<file path="config.mk">
export PLATFORM = sky130hd
export DESIGN_NAME = btn_conditioner
export DESIGN_NICKNAME = d
export VERILOG_FILES = /design/src/rtl/game_pkg.sv /design/src/rtl/btn_debounce.sv /design/src/rtl/btn_conditioner.sv
export SDC_FILE = /design/constraint.sdc
export NUM_CORES = 1
export LEC_CHECK = 0
export ABC_AREA = 0
export BUFFER_PORTS_ARGS = -buffer_cell sky130_fd_sc_hd__buf_2
export CELL_PAD_IN_SITES_DETAIL_PLACEMENT = 1
export CELL_PAD_IN_SITES_GLOBAL_PLACEMENT = 1
export CORE_AREA = 2 2 101 103
export CTS_BUF_LIST = sky130_fd_sc_hd__clkbuf_4 sky130_fd_sc_hd__clkbuf_8
export CTS_CLUSTER_DIAMETER = 80
export DETAILED_ROUTE_END_ITERATION = 16
export DIE_AREA = 0 0 103 105
export PLACE_DENSITY_LB_ADDON = 0.1
export SYNTH_ARGS = -nofsm -noshare
export SYNTH_HDL_FRONTEND = slang
export SYNTH_HIERARCHICAL = 1
export SYNTH_SLANG_ARGS = --single-unit
</file>
<file path="constraint.sdc">
create_clock -name sys_clk -period 3.6 [get_ports sys_clk]
set_clock_uncertainty 0.15 [all_clocks]
set_input_delay 0.36 -clock sys_clk [delete_from_list [all_inputs] [get_ports sys_clk]]
set_output_delay 0.36 -clock sys_clk [all_outputs]
set_load 0.005 [all_outputs]
</file>
<file path="src/rtl/game_pkg.sv">
// Shared definitions between the button conditioner and the game core.
// Jump power width/cap live here so velocity tables stay sized consistently.
package game_pkg;

    typedef enum logic [1:0] {
        ST_IDLE   = 2'd0,
        ST_CHARGE = 2'd1,
        ST_FIRE   = 2'd2
    } jump_state_t;

    localparam int DEBOUNCE_CYCLES_DEFAULT    = 1_000_000;
    localparam int CHARGE_STEP_CYCLES_DEFAULT = 2_500_000;
    localparam int PWR_W_DEFAULT              = 5;
    localparam int PWR_MAX_DEFAULT            = 31;

endpackage

</file>
<file path="src/rtl/btn_debounce.sv">
// Two-flop synchroniser plus stability counter for one raw button.
// Raw edge reaches db after 2 + DEBOUNCE_CYCLES cycles; shorter glitches are dropped.
module btn_debounce
    import game_pkg::*;
#(
    parameter int DEBOUNCE_CYCLES = DEBOUNCE_CYCLES_DEFAULT
) (
    input  logic sys_clk,
    input  logic sys_rst_n,
    input  logic raw,
    output logic db
);

    localparam int CW = (DEBOUNCE_CYCLES > 1) ? $clog2(DEBOUNCE_CYCLES) : 1;
    localparam logic [CW-1:0] CNT_LAST = CW'(DEBOUNCE_CYCLES - 1);

    logic          r_sync1;
    logic          r_sync2;
    logic          r_db;
    logic [CW-1:0] r_cnt;

    always_ff @(posedge sys_clk or negedge sys_rst_n) begin
        if (!sys_rst_n) begin
            r_sync1 <= 1'b0;
            r_sync2 <= 1'b0;
            r_db    <= 1'b0;
            r_cnt   <= '0;
        end else begin
            r_sync1 <= raw;
            r_sync2 <= r_sync1;
            // Any cycle where the synced input agrees with db restarts the count.
            if (r_sync2 != r_db) begin
                if (r_cnt == CNT_LAST) begin
                    r_db  <= ~r_db;
                    r_cnt <= '0;
                end else begin
                    r_cnt <= r_cnt + CW'(1);
                end
            end else begin
                r_cnt <= '0;
            end
        end
    end

    assign db = r_db;

endmodule

</file>
<file path="src/rtl/btn_conditioner.sv">
// Debounced buttons to gated move levels and a charge-and-release jump (fire pulse + power).
// All outputs registered: move one cycle after db, fire one cycle after the jump db falls.
module btn_conditioner
    import game_pkg::*;
#(
    parameter int DEBOUNCE_CYCLES    = DEBOUNCE_CYCLES_DEFAULT,
    parameter int CHARGE_STEP_CYCLES = CHARGE_STEP_CYCLES_DEFAULT,
    parameter int PWR_W              = PWR_W_DEFAULT,
    parameter int PWR_MAX            = PWR_MAX_DEFAULT
) (
    input  logic             sys_clk,
    input  logic             sys_rst_n,
    input  logic             left_btn,
    input  logic             right_btn,
    input  logic             jump_btn,
    output logic             move_left,
    output logic             move_right,
    output logic             jump_charging,
    output logic             jump_fire,
    output logic [PWR_W-1:0] jump_power
);

    localparam int SW = (CHARGE_STEP_CYCLES > 1) ? $clog2(CHARGE_STEP_CYCLES) : 1;
    localparam logic [SW-1:0]    STEP_LAST = SW'(CHARGE_STEP_CYCLES - 1);
    localparam logic [PWR_W-1:0] PWR_CAP   = PWR_W'(PWR_MAX);

    logic w_left_db;
    logic w_right_db;
    logic w_jump_db;

    btn_debounce #(.DEBOUNCE_CYCLES(DEBOUNCE_CYCLES)) u_db_left (
        .sys_clk(sys_clk), .sys_rst_n(sys_rst_n), .raw(left_btn), .db(w_left_db)
    );
    btn_debounce #(.DEBOUNCE_CYCLES(DEBOUNCE_CYCLES)) u_db_right (
        .sys_clk(sys_clk), .sys_rst_n(sys_rst_n), .raw(right_btn), .db(w_right_db)
    );
    btn_debounce #(.DEBOUNCE_CYCLES(DEBOUNCE_CYCLES)) u_db_jump (
        .sys_clk(sys_clk), .sys_rst_n(sys_rst_n), .raw(jump_btn), .db(w_jump_db)
    );

    jump_state_t      r_state;
    jump_state_t      w_state_nxt;
    logic             r_jump_db_d;
    logic [SW-1:0]    r_step;
    logic [SW-1:0]    w_step_nxt;
    logic [PWR_W-1:0] r_power;
    logic [PWR_W-1:0] w_power_nxt;
    logic             r_move_left;
    logic             r_move_right;
    logic             r_charging;
    logic             r_fire;

    always_comb begin
        w_state_nxt = r_state;
        w_step_nxt  = r_step;
        w_power_nxt = r_power;
        case (r_state)
            ST_IDLE: begin
                // Only a fresh rise counts; a level left high through FIRE does not retrigger.
                if (w_jump_db && !r_jump_db_d) begin
                    w_state_nxt = ST_CHARGE;
                    w_step_nxt  = '0;
                    w_power_nxt = '0;
                end
            end
            ST_CHARGE: begin
                if (r_step == STEP_LAST) begin
                    w_step_nxt = '0;
                    if (r_power != PWR_CAP) begin
                        w_power_nxt = r_power + PWR_W'(1);
                    end
                end else begin
                    w_step_nxt = r_step + SW'(1);
                end
                if (!w_jump_db) begin
                    w_state_nxt = ST_FIRE;
                end
            end
            ST_FIRE: begin
                w_state_nxt = ST_IDLE;
            end
            default: begin
                w_state_nxt = ST_IDLE;
            end
        endcase
    end

    always_ff @(posedge sys_clk or negedge sys_rst_n) begin
        if (!sys_rst_n) begin
            r_state      <= ST_IDLE;
            r_jump_db_d  <= 1'b0;
            r_step       <= '0;
            r_power      <= '0;
            r_move_left  <= 1'b0;
            r_move_right <= 1'b0;
            r_charging   <= 1'b0;
            r_fire       <= 1'b0;
        end else begin
            r_state      <= w_state_nxt;
            r_jump_db_d  <= w_jump_db;
            r_step       <= w_step_nxt;
            r_power      <= w_power_nxt;
            r_move_left  <= w_left_db & ~w_right_db & (r_state == ST_IDLE);
            r_move_right <= w_right_db & ~w_left_db & (r_state == ST_IDLE);
            r_charging   <= (w_state_nxt == ST_CHARGE);
            r_fire       <= (w_state_nxt == ST_FIRE);
        end
    end

    assign move_left     = r_move_left;
    assign move_right    = r_move_right;
    assign jump_charging = r_charging;
    assign jump_fire     = r_fire;
    assign jump_power    = r_power;

endmodule

</file>
==> results.md, run 1 <==
- Clock group share of total power: 37.9%
- Vias per Instance: 5.918
- Worst reg-to-reg setup slack: 1.22 ns
- Most common flop cell mapped by yosys: dfrtp_1
- Most common library cells after synthesis: dfrtp_1 (103), nor2_1 (75), xnor2_1 (39)
- DRC violation total after the first TritonRoute iteration: 118
- Reg clk slew, reported paths: 0.09 ns
- Clock buffer depth: 2
- Number of placed instances, taps included: 661
- Cell area after layout: 0.005663 mm²
- Footprint of the flip-flops and latches: 0.002577 mm²
- Vertical die dimension: 105 µm
- Slowest Stage Delay on Critical Path: 0.54 ns
- Ports: 14
- Layout net count: 555
- Count of cell types in the netlist: 60
- Die X: 103 µm
- Highest achievable clock rate: 420.5 MHz
- Critical path origin: u_db_jump/r_cnt[12]$_DFF_PN0_
- Outcome: finished clean
- Final-layout setup total negative slack: 0 ns
- Cell family with most CP delay: simple AND/OR/NAND/NOR gates
- Initial antenna violation count: 0
- Hold Crit Class: flip-flop to flip-flop
- Number of vias after detailed routing: 4030
- Max IR drop VDD: 202.0 µV
- WL/cell: 17.75 µm
- Measured slew at the worst slew-check pin: 0.6321 ns
- Worst slack at placement: 1.232 ns
- End point of the critical path: u_db_jump/r_cnt[12]$_DFF_PN0_
- Total placed instance area: 0.005415 mm²
- Hold buffer count at cts: 4
- Max cap viols: 0
- Buffers & Inverters on Critical Path: 0
- Relative area change from synthesis to final layout: 8.381%
- First-pass DRT Iterations: 4
- Post-route DRC violation count: 0
- Fin Hold WS: 0.2169 ns
- Global route overflow: 0
- Reg-to-Reg Start: u_db_jump/r_cnt[12]$_DFF_PN0_
- Net count of the mapped netlist: 536
- Total global routing track utilization: 24.27%
- Sink Count: 103
- Number of cell rows: 36
- Clk_lat worst skew: 0.38 ns
- Cell area power density: 352.2 mW/mm²
- Cell at the root of the clock tree: clkbuf_8
- Die Outline Area: 0.01082 mm²
- Proportion of synthesized chip area in sequential cells: 49.33%
- Area of the core: 0.009639 mm²
- Combinational share of power: 3.0%
- TritonCTS clock tree: yes
- Pins over their slew limit: 0
- Type of origin of the critical path: flip-flop
- Fillers: 1107
- Total wirelength of the detailed-routed design: 12090 µm
- Setup Crit Path Kind: flip-flop to flip-flop
- Crit share post-route: 66.05%
- Post-synth top area share: 49.33%
- Weighted congestion reported at the end of routability-driven placement: 0.7763
- Final Instance Count excl. Fillers: 681
- Layout Utilization: 58.75%
- Dominant cell by count in the synthesized netlist: dfrtp_1
- Setup repair after global routing missed its margin: false
- Final worst setup slack: 1.222 ns
- Number of global-route vias before repair: 4192
- Post-synthesis sequential element count: 103
- Switching share of power: 22.67%
- Total clock buffers created by CTS: 9
- Number of cells on the worst reg-to-reg path: 4
- Pin count of the biggest net entering global routing: 61
- Worst flop-to-flop path endpoint: u_db_jump/r_cnt[12]$_DFF_PN0_
- Internal cell power: 1.543 mW
- Series of cell instances along the critical path: or4_1 > or4_4 > o21ai_4 > nor2_1
- Required time worst endpoint: 3.70 ns
- Post-synth EDFFs: 0
- Leading cell types by total area after synthesis: dfrtp_1 (49%), xnor2_1 (6.5%), nor2_1 (5.4%)
- Pwr Total: 1.995 mW
- Initial Utilization: 54.21%
- Htree depth: 3
- Cell accounting for the most synthesized area: dfrtp_1
- Proportion of layout cells with a drive suffix above 1: 11.31%
- Total net switching power: 0.4521 mW
- Worst-case headroom to the max-slew limit: 57.77%
- Post-CTS setup-driven buffer insertion count: 0
- Proportion of register bits with asynchronous set or reset after synthesis: 100.0%
- Cell with the biggest individual delay on the critical path: or4_1
- Period minus WS final: 2.378 ns
- Final Hold Viols: 0
- YS warnings: 6
- Worst path depth: 4
- Number of antenna cells inserted: 0
- Syn Std Cell Area: 0.005225 mm²
- Post-cts resize count: 0
- Critical Path Fanout Max: 19
- Data arrival time at the worst-slack endpoint: 2.48 ns
- Leak pwr: 2.322 nW
- # setup viols final: 0
- Sort of element at the end of the critical path: flip-flop
- Part of the total power dissipated in sequential elements: 59.0%
- Final antenna-violating net count: 0
- Detail Placement HPWL: 8220 µm
- Port buffer count: 13
- Global-route wire length before repair: 20620 µm
- Cells after Synth: 524
- Synthesized area per cell: 9.971 µm²
- Area used by multi-input combinational logic: 0.002467 mm²
[cells by family after synthesis]
family,after synthesis,synth area share (%)
AOI/OAI and AO/OA,63,8.908
xor gates and xnor gates,48,8.046
adders and majority gates,7,1.676
buffers and inverters,39,3.448
DFF,103,49.33
muxes,5,1.054
and+or+nand+nor,259,27.54
[sequential cells by signal (all words and copies together) (netlist names), 2 cells and up]
signal            cells
r_step               22
u_db_jump/r_cnt      20
u_db_left/r_cnt      20
u_db_right/r_cnt     20
jump_power            5
r_state               2
[area by class of cell]
type / instances / share of cell area, %
Tap cell: 133 / 2.939
Timing Repair Buffer: 20 / 2.519
Clock buffer: 11 / 2.673
Clock inverter: 5 / 0.9943
Sequential cell: 103 / 45.51
Inverter: 27 / 1.790
Multi-Input combinational cell: 382 / 43.57
[power by group through the flow]
stage | registers (mW) | clock network, mW | logic, mW
floorplan | 1.20 | 0 | 0.0267
global placement | 1.20 | 0 | 0.0560
detailed placement | 1.20 | 0 | 0.0594
CTS | 1.18 | 0.789 | 0.0630
global route | 1.18 | 0.827 | 0.0699
finish | 1.18 | 0.757 | 0.0599
[layer usage]
layer	vias up	GRT usage, %	share of wire, %
met5	-	0	0
met4	0	6.485	1.5
met3	18	6.288	2.8
met2	48	39.33	50
met1	2061	32.15	45
li1	1903	-	-
[how the worst min path moves through the flow]
stage                                 start  slack (ns)                            to  cells after the start
2_1_floorplan                     sys_rst_n       -0.09       jump_charging$_DFF_PN0_                      0
6_report        u_db_left/r_sync1$_DFF_PN0_        0.22   u_db_left/r_sync2$_DFF_PN0_                      0
3_3_place_gp    u_db_jump/r_sync1$_DFF_PN0_        0.18   u_db_jump/r_sync2$_DFF_PN0_                      0
4_1_cts         u_db_left/r_sync1$_DFF_PN0_        0.22   u_db_left/r_sync2$_DFF_PN0_                      0
5_1_grt         u_db_left/r_sync1$_DFF_PN0_        0.23   u_db_left/r_sync2$_DFF_PN0_                      0
3_5_place_dp   u_db_right/r_sync1$_DFF_PN0_        0.20  u_db_right/r_sync2$_DFF_PN0_                      0
[worst reg2reg max path, cell delays in order, from the launching register on]
cell and delay (ns):
dfrtp_1 0.45, or4_1 0.54, or4_4 0.52, o21ai_4 0.44
nor2_1 0.14
[layout by cell type, fill, tap and decap left out, types with 8 or more instances in the layout]
cell type  netlist  final
dfrtp_1        103    103
nor2_1          75     75
xnor2_1         39     39
nand3_1         37     37
nand2_1         29     29
inv_1           27     27
nand4_1         21     21
nor4_1          18     18
nor3_1          13     13
a21oi_1         13     13
buf_2            2     12
clkbuf_8         0     11
or3_1            9      9
xor2_1           9      9
o21ai_0          8      8
Note: power is estimated with default switching activity, not from simulation.
==> inputs of run 2 (changes only) <==
Settings changed: ABC_AREA 0 to 1, CORE_AREA 2 2 101 103 to 2 2 119 121, DIE_AREA 0 0 103 105 to 0 0 121 123.
Clock period 3.6 ns to 2.1 ns, I/O delays scaled along.
==> results.md, run 2 <==
- Outcome: finished clean
- Hold Crit Class: flip-flop to flip-flop
- Clock group share of total power: 36.6% (-1.3 points)
- DRC violation total after the first TritonRoute iteration: 169 (+43%)
- Number of vias after detailed routing: 4834 (+20%)
- Internal cell power: 2.513 mW (+63%)
- Proportion of register bits with asynchronous set or reset after synthesis: 100.0% (unchanged)
- Part of the total power dissipated in sequential elements: 59.9% (+0.9 points)
- Clk_lat worst skew: 0.38 ns (about the same)
- Total clock buffers created by CTS: 9 (unchanged)
- Top reg by flops: r_step
- Sort of element at the end of the critical path: flip-flop
- Cells after Synth: 753 (+44%)
- Setup repair after global routing missed its margin: false
- Global-route wire length before repair: 24690 µm (+20%)
- Total wirelength of the detailed-routed design: 14210 µm (+18%)
- Die X: 121 µm (+17%)
- Most frequent standard cell in the layout excluding fill and tap cells: nand2_1
- Worst slack at placement: 0.2935 ns (-0.9388 ns)
- Type of origin of the critical path: flip-flop
- Cell with the biggest individual delay on the critical path: dfrtp_1
- Net count of the mapped netlist: 765 (+43%)
- Leak pwr: 2.744 nW (+18%)
- Cell at the root of the clock tree: clkbuf_8
- Die Outline Area: 0.01488 mm² (+38%)
- Proportion of layout cells with a drive suffix above 1: 15.41% (+4.1 points)
- Largest register FFs: 22 (unchanged)
- Clock buffer depth: 2 (unchanged)
- Global routing met2 resource utilization: 34.87% (-4.5 points)
- Max cap viols: 0 (unchanged)
- Leading cell types by total area after synthesis: dfrtp_1 (44%), nand2_1 (10%), nor2_1 (8.9%)
- Final-layout setup total negative slack: 0 ns (unchanged)
- Measured slew at the worst slew-check pin: 0.5757 ns (-0.05645 ns)
- Syn Std Cell Area: 0.005861 mm² (+12%)
- Required time worst endpoint: 2.23 ns (-1.47 ns)
- Highest achievable clock rate: 557.5 MHz (+33%)
- Htree depth: 3 (unchanged)
- Final antenna-violating net count: 0 (unchanged)
- Period minus WS final: 1.794 ns (-0.5840 ns)
- Switching share of power: 25.32% (+2.7 points)
- Number of global-route vias before repair: 4981 (+19%)
- Most common library cells after synthesis: nand2_1 (160), nor2_1 (139), dfrtp_1 (103)
- Critical Path Fanout Max: 14 (-5)
- Ports: 14 (unchanged)
- Reg clk slew, reported paths: 0.11 ns (+0.02 ns)
- Number of antenna cells inserted: 0 (unchanged)
- Initial Utilization: 43.06% (-11 points)
- Top library cells by usage in the layout, fill and taps aside: nand2_1 (160), nor2_1 (139), dfrtp_1 (103), inv_1 (77), nand3_1 (59)
- Number of cell rows: 43 (+19%)
- Met3 GRT Util: 3.644% (-2.6 points)
- Worst-case headroom to the max-slew limit: 61.62% (+3.9 points)
- Synthesized area per cell: 7.783 µm² (-22%)
- Final worst setup slack: 0.3061 ns (-0.9160 ns)
- Total net switching power: 0.8523 mW (+89%)
- First-pass DRT Iterations: 4 (unchanged)
- Setup Crit Path Kind: flip-flop to flip-flop
- Post-synth top area share: 43.98% (-5.3 points)
- Initial antenna violation count: 0 (unchanged)
- Most heavily used metal layer in global routing: met2
- Routing usage on met1: 27.94% (-4.2 points)
- Vias per Instance: 5.009 (-15%)
- Relative area change from synthesis to final layout: 9.073%
- Post-synthesis sequential element count: 103 (unchanged)
- Post-synth EDFFs: 0 (unchanged)
- Port buffer count: 13 (unchanged)
- # setup viols final: 0 (unchanged)
- Proportion of synthesized chip area in sequential cells: 43.98% (-5.3 points)
- Fillers: 1717 (+55%)
- Global route overflow: 0 (unchanged)
- Crit share post-route: 85.42% (+19 points)
- YS warnings: 6 (unchanged)
- Series of cell instances along the critical path: ha_1 > nand3_1 > nor2_1 > nand3_2 > nand2_4 > nand3_2 > nand2_1 > nand2_1
- Fin Hold WS: 0.2098 ns (-0.007103 ns)
- Pin count of the biggest net entering global routing: 104 (+70%)
- WL/cell: 14.73 µm (-17%)
- Total global routing track utilization: 20.70% (-3.6 points)
- Vertical die dimension: 123 µm (+17%)
- Cell area power density: 526.5 mW/mm² (+49%)
- Detail Placement HPWL: 10630 µm (+29%)
- Final Instance Count excl. Fillers: 965 (+42%)
- Number of placed instances, taps included: 945 (+43%)
- Most common flop cell mapped by yosys: dfrtp_1
- Area of the core: 0.01361 mm² (+41%)
- Slowest Stage Delay on Critical Path: 0.43 ns (-0.11 ns)
- Dominant cell by count in the synthesized netlist: nand2_1
- Weighted congestion reported at the end of routability-driven placement: 0.8614 (+11%)
- Max IR drop VDD: 388.7 µV (+92%)
- Layout net count: 792 (+43%)
- Cell accounting for the most synthesized area: dfrtp_1
- Post-route DRC violation count: 0 (unchanged)
- Sink Count: 103 (unchanged)
- Final Hold Viols: 0 (unchanged)
- Count of cell types in the netlist: 28 (-53%)
- TritonCTS clock tree: yes
- Pins over their slew limit: 0 (unchanged)
- Data arrival time at the worst-slack endpoint: 1.92 ns (-0.56 ns)
- Combinational share of power: 3.4% (+0.4 points)
## run 2: cell types whose count changed after synthesis, moves of 22 or more
cell,change
nand2_1,+131
nor2_1,+64
inv_1,+50
xnor2_1,-33
nor2_2,+30
nand3_1,+22
## run 2: layout make-up
class                   instances  area, µm²  share of cell area [%]
clock buffers                  10      137.6                   2.153
clock inverters                 6      51.30                  0.8025
inverters                      81      304.0                   4.756
well taps                     180      225.2                   3.523
flip-flops and latches        103       2577                   40.32
multi-input cells             565       2954                   46.21
repair buffers                 20      142.6                   2.231
## run 2: path summary, 6_finish.rpt
| check | start | to | slack (ns) | cells past startpoint |
|---|---|---|---|---|
| min reg2reg | u_db_jump/r_sync1$_DFF_PN0_ | u_db_jump/r_sync2$_DFF_PN0_ | 0.21 | 0 |
| max | r_step[0]$_DFFE_PN0P_ | jump_power[4]$_DFFE_PN0P_ | 0.31 | 8 |
| max in group asynchronous | sys_rst_n | jump_power[2]$_DFFE_PN0P_ | 1.09 | 3 |
| max reg2reg | r_step[0]$_DFFE_PN0P_ | jump_power[4]$_DFFE_PN0P_ | 0.31 | 8 |
| min | u_db_jump/r_sync1$_DFF_PN0_ | u_db_jump/r_sync2$_DFF_PN0_ | 0.21 | 0 |
| min in group asynchronous | sys_rst_n | u_db_right/r_cnt[15]$_DFF_PN0_ | 0.25 | 3 |
## run 2: per-stage QoR
stage | utilization (%) | total power [mW] | area [µm²]
floorplan | - | 2.100 | 5861
global placement | 45.28 | 2.166 | 6163
detailed placement | 45.28 | 2.173 | 6163
CTS | 46.96 | 3.447 | 6392
global route | 46.96 | 3.529 | 6392
finish | 46.96 | 3.366 | 6392
## run 2: cell families after synthesis
family	synth area share, %
simple gates	39.50
flops	43.98
buf+inv	5.615
compound gates	3.352
xor+xnor	6.063
fa+ha+maj	1.494
## run 2: critical path, delay by kind of cell, from the launching register on
family	cells	cell delay (ns)
flops	1	0.43
simple gates	7	0.89
fa+ha+maj	1	0.20
## run 2: per-layer routing
metal  vias to the layer above  share of wire [%]
li1                       2444                  -
met1                      2338                 48
met2                        41                 49
met3                        11                2.3
met4                         0               0.96
met5                         -                  0
## run 2: what timing repair did
item	CTS	global route
hold buffers	4	0
buffers inserted	0	0
endpoints found under the hold margin	106	0
resized for setup	0	0
## run 2: power by group through the flow
stage          clock (mW)  combinational, mW  sequential [mW]
6_report             1.23              0.116             2.02
5_1_grt              1.37              0.135             2.02
4_1_cts              1.31              0.123             2.02
3_5_place_dp            0              0.118             2.06
3_3_place_gp            0              0.112             2.05
2_1_floorplan           0             0.0482             2.05
==> inputs of run 3 (changes only) <==
Settings changed: MAX_ROUTING_LAYER from default to met4.
==> results.md, run 3 (same netlist as run 2, synthesis figures left out) <==
- Outcome: finished clean
- Top library cells by usage in the layout, fill and taps aside: nand2_1 (160), nor2_1 (139), dfrtp_1 (103), inv_1 (77), nand3_1 (59)
- Clock buffer depth: 2 (unchanged)
- Pins over their slew limit: 0 (unchanged)
- Number of global-route vias before repair: 4977 (-0.080%)
- Global-route wire length before repair: 24710 µm (about the same)
- DRC violation total after the first TritonRoute iteration: 194 (+15%)
- Highest achievable clock rate: 555.8 MHz (-0.30%)
- Top reg by flops: r_step
- Max cap viols: 0 (unchanged)
- Ports: 14 (unchanged)
- First-pass DRT Iterations: 4 (unchanged)
- Setup repair after global routing missed its margin: false
- Setup Crit Path Kind: flip-flop to flip-flop
- Sort of element at the end of the critical path: flip-flop
- Number of vias after detailed routing: 4831 (-0.062%)
- Worst-case headroom to the max-slew limit: 60.25% (-1.4 points)
- Fin Hold WS: 0.2102 ns (+0.0004120 ns)
- Leak pwr: 2.744 nW (unchanged)
- Layout Utilization: 46.96% (unchanged)
- Cell at the root of the clock tree: clkbuf_8
- Layout net count: 792 (unchanged)
- Number of cell rows: 43 (unchanged)
- Measured slew at the worst slew-check pin: 0.5962 ns (+0.02055 ns)
- Port buffer count: 13 (unchanged)
- Final antenna-violating net count: 0 (unchanged)
- Final-layout setup total negative slack: 0 ns (unchanged)
- Pwr Total: 3.367 mW (about the same)
- Post-cts resize count: 0 (unchanged)
- Vertical die dimension: 123 µm (unchanged)
- Max IR drop VDD: 392.7 µV (+1.0%)
- Cell area power density: 526.7 mW/mm² (about the same)
- Period minus WS final: 1.799 ns (+0.005416 ns)
- Reg clk slew, reported paths: 0.11 ns (about the same)
- Type of origin of the critical path: flip-flop
- Total clock buffers created by CTS: 9 (unchanged)
- TritonCTS clock tree: yes
- Initial Utilization: 43.06% (unchanged)
- Htree depth: 3 (unchanged)
- Clk_lat worst skew: 0.38 ns (about the same)
- Proportion of layout cells with a drive suffix above 1: 15.41% (unchanged)
- Number of antenna cells inserted: 0 (unchanged)
- Vias per Instance: 5.006 (about the same)
- Detail Placement HPWL: 10630 µm (unchanged)
- Crit share post-route: 85.68% (+0.26 points)
- Die Outline Area: 0.01488 mm² (unchanged)
- Hold Crit Class: flip-flop to flip-flop
- # setup viols final: 0 (unchanged)
- Largest register FFs: 22 (unchanged)
- Post-CTS setup-driven buffer insertion count: 0 (unchanged)
- Total wirelength of the detailed-routed design: 14240 µm (+0.18%)
- Final Hold Viols: 0 (unchanged)
- Total global routing track utilization: 21.34% (+0.64 points)
- Weighted congestion reported at the end of routability-driven placement: 0.8752 (+1.6%)
- Global route overflow: 0 (unchanged)
- Initial antenna violation count: 0 (unchanged)
- Required time worst endpoint: 2.22 ns (about the same)
- Critical Path Fanout Max: 14 (unchanged)
- Post-route DRC violation count: 0 (unchanged)
- Area of the core: 0.01361 mm² (unchanged)
- Relative area change from synthesis to final layout: 9.073% (unchanged)
- WL/cell: 14.75 µm (+0.18%)
- Data arrival time at the worst-slack endpoint: 1.92 ns (about the same)
- Pin count of the biggest net entering global routing: 104 (unchanged)
- Die X: 121 µm (unchanged)
- Sink Count: 103 (unchanged)
- Most frequent standard cell in the layout excluding fill and tap cells: nand2_1
## run 3: power breakdown
group | internal (mW) | total [mW] | switching, mW
logic | 0.0313 | 0.116 | 0.0852
registers | 2.00 | 2.02 | 0.0146
clock network | 0.481 | 1.23 | 0.753
total | 2.51 | 3.37 | 0.853
## run 3: path summary, 6_finish.rpt
check                                       startpoint                             end  slack (ns)  cells after the start
max in group asynchronous                    sys_rst_n    u_db_left/r_cnt[5]$_DFF_PN0_        1.07                      3
min                        u_db_jump/r_sync1$_DFF_PN0_     u_db_jump/r_sync2$_DFF_PN0_        0.21                      0
min in group asynchronous                    sys_rst_n  u_db_right/r_cnt[15]$_DFF_PN0_        0.24                      3
max reg2reg                      r_step[0]$_DFFE_PN0P_       jump_power[4]$_DFFE_PN0P_        0.30                      8
min reg2reg                u_db_jump/r_sync1$_DFF_PN0_     u_db_jump/r_sync2$_DFF_PN0_        0.21                      0
max                              r_step[0]$_DFFE_PN0P_       jump_power[4]$_DFFE_PN0P_        0.30                      8
## run 3: final cells by class
type,count,area [µm²]
sequential,103,2577
clock inverter,6,51.30
tap,180,225.2
clock buffer,10,137.6
timing repair buffer,20,142.6
multi-input combinational,565,2954
fill,1717,7219
inverter,81,304.0
## run 3: timing repair
item	CTS	global route
endpoints found under the setup margin	0	0
hold endpoints to repair	106	0
hold buffers	4	0
## run 3: metrics by stage
step / area [µm²] / setup WS (ns) / instances
3_3_place_gp: 6163 / 0.4222 / 945
3_5_place_dp: 6163 / 0.2935 / 945
5_1_grt: 6392 / 0.1031 / 965
2_1_floorplan: 5861 / 0.5567 / 753
6_report: 6392 / 0.3007 / 965
4_1_cts: 6392 / 0.2702 / 965
## run 3: worst max-delay path: stages, from the launching register on
cell and delay (ns):
dfrtp_1 0.43, ha_1 0.20, nand3_1 0.15, nor2_1 0.17
nand3_2 0.11, nand2_4 0.17, nand3_2 0.15, nand2_1 0.10
nand2_1 0.05
## run 3: per-layer routing
| layer | vias to the layer above | track usage, % | part of all wire [%] | wire length, µm |
|---|---|---|---|---|
| met5 | - | - | 0 | 0 |
| met3 | 6 | 3.644 | 2.1 | 295 |
| li1 | 2442 | - | - | - |
| met2 | 29 | 34.80 | 49 | 6979 |
| met4 | 0 | 4.797 | 0.55 | 78 |
| met1 | 2354 | 28.09 | 48 | 6884 |
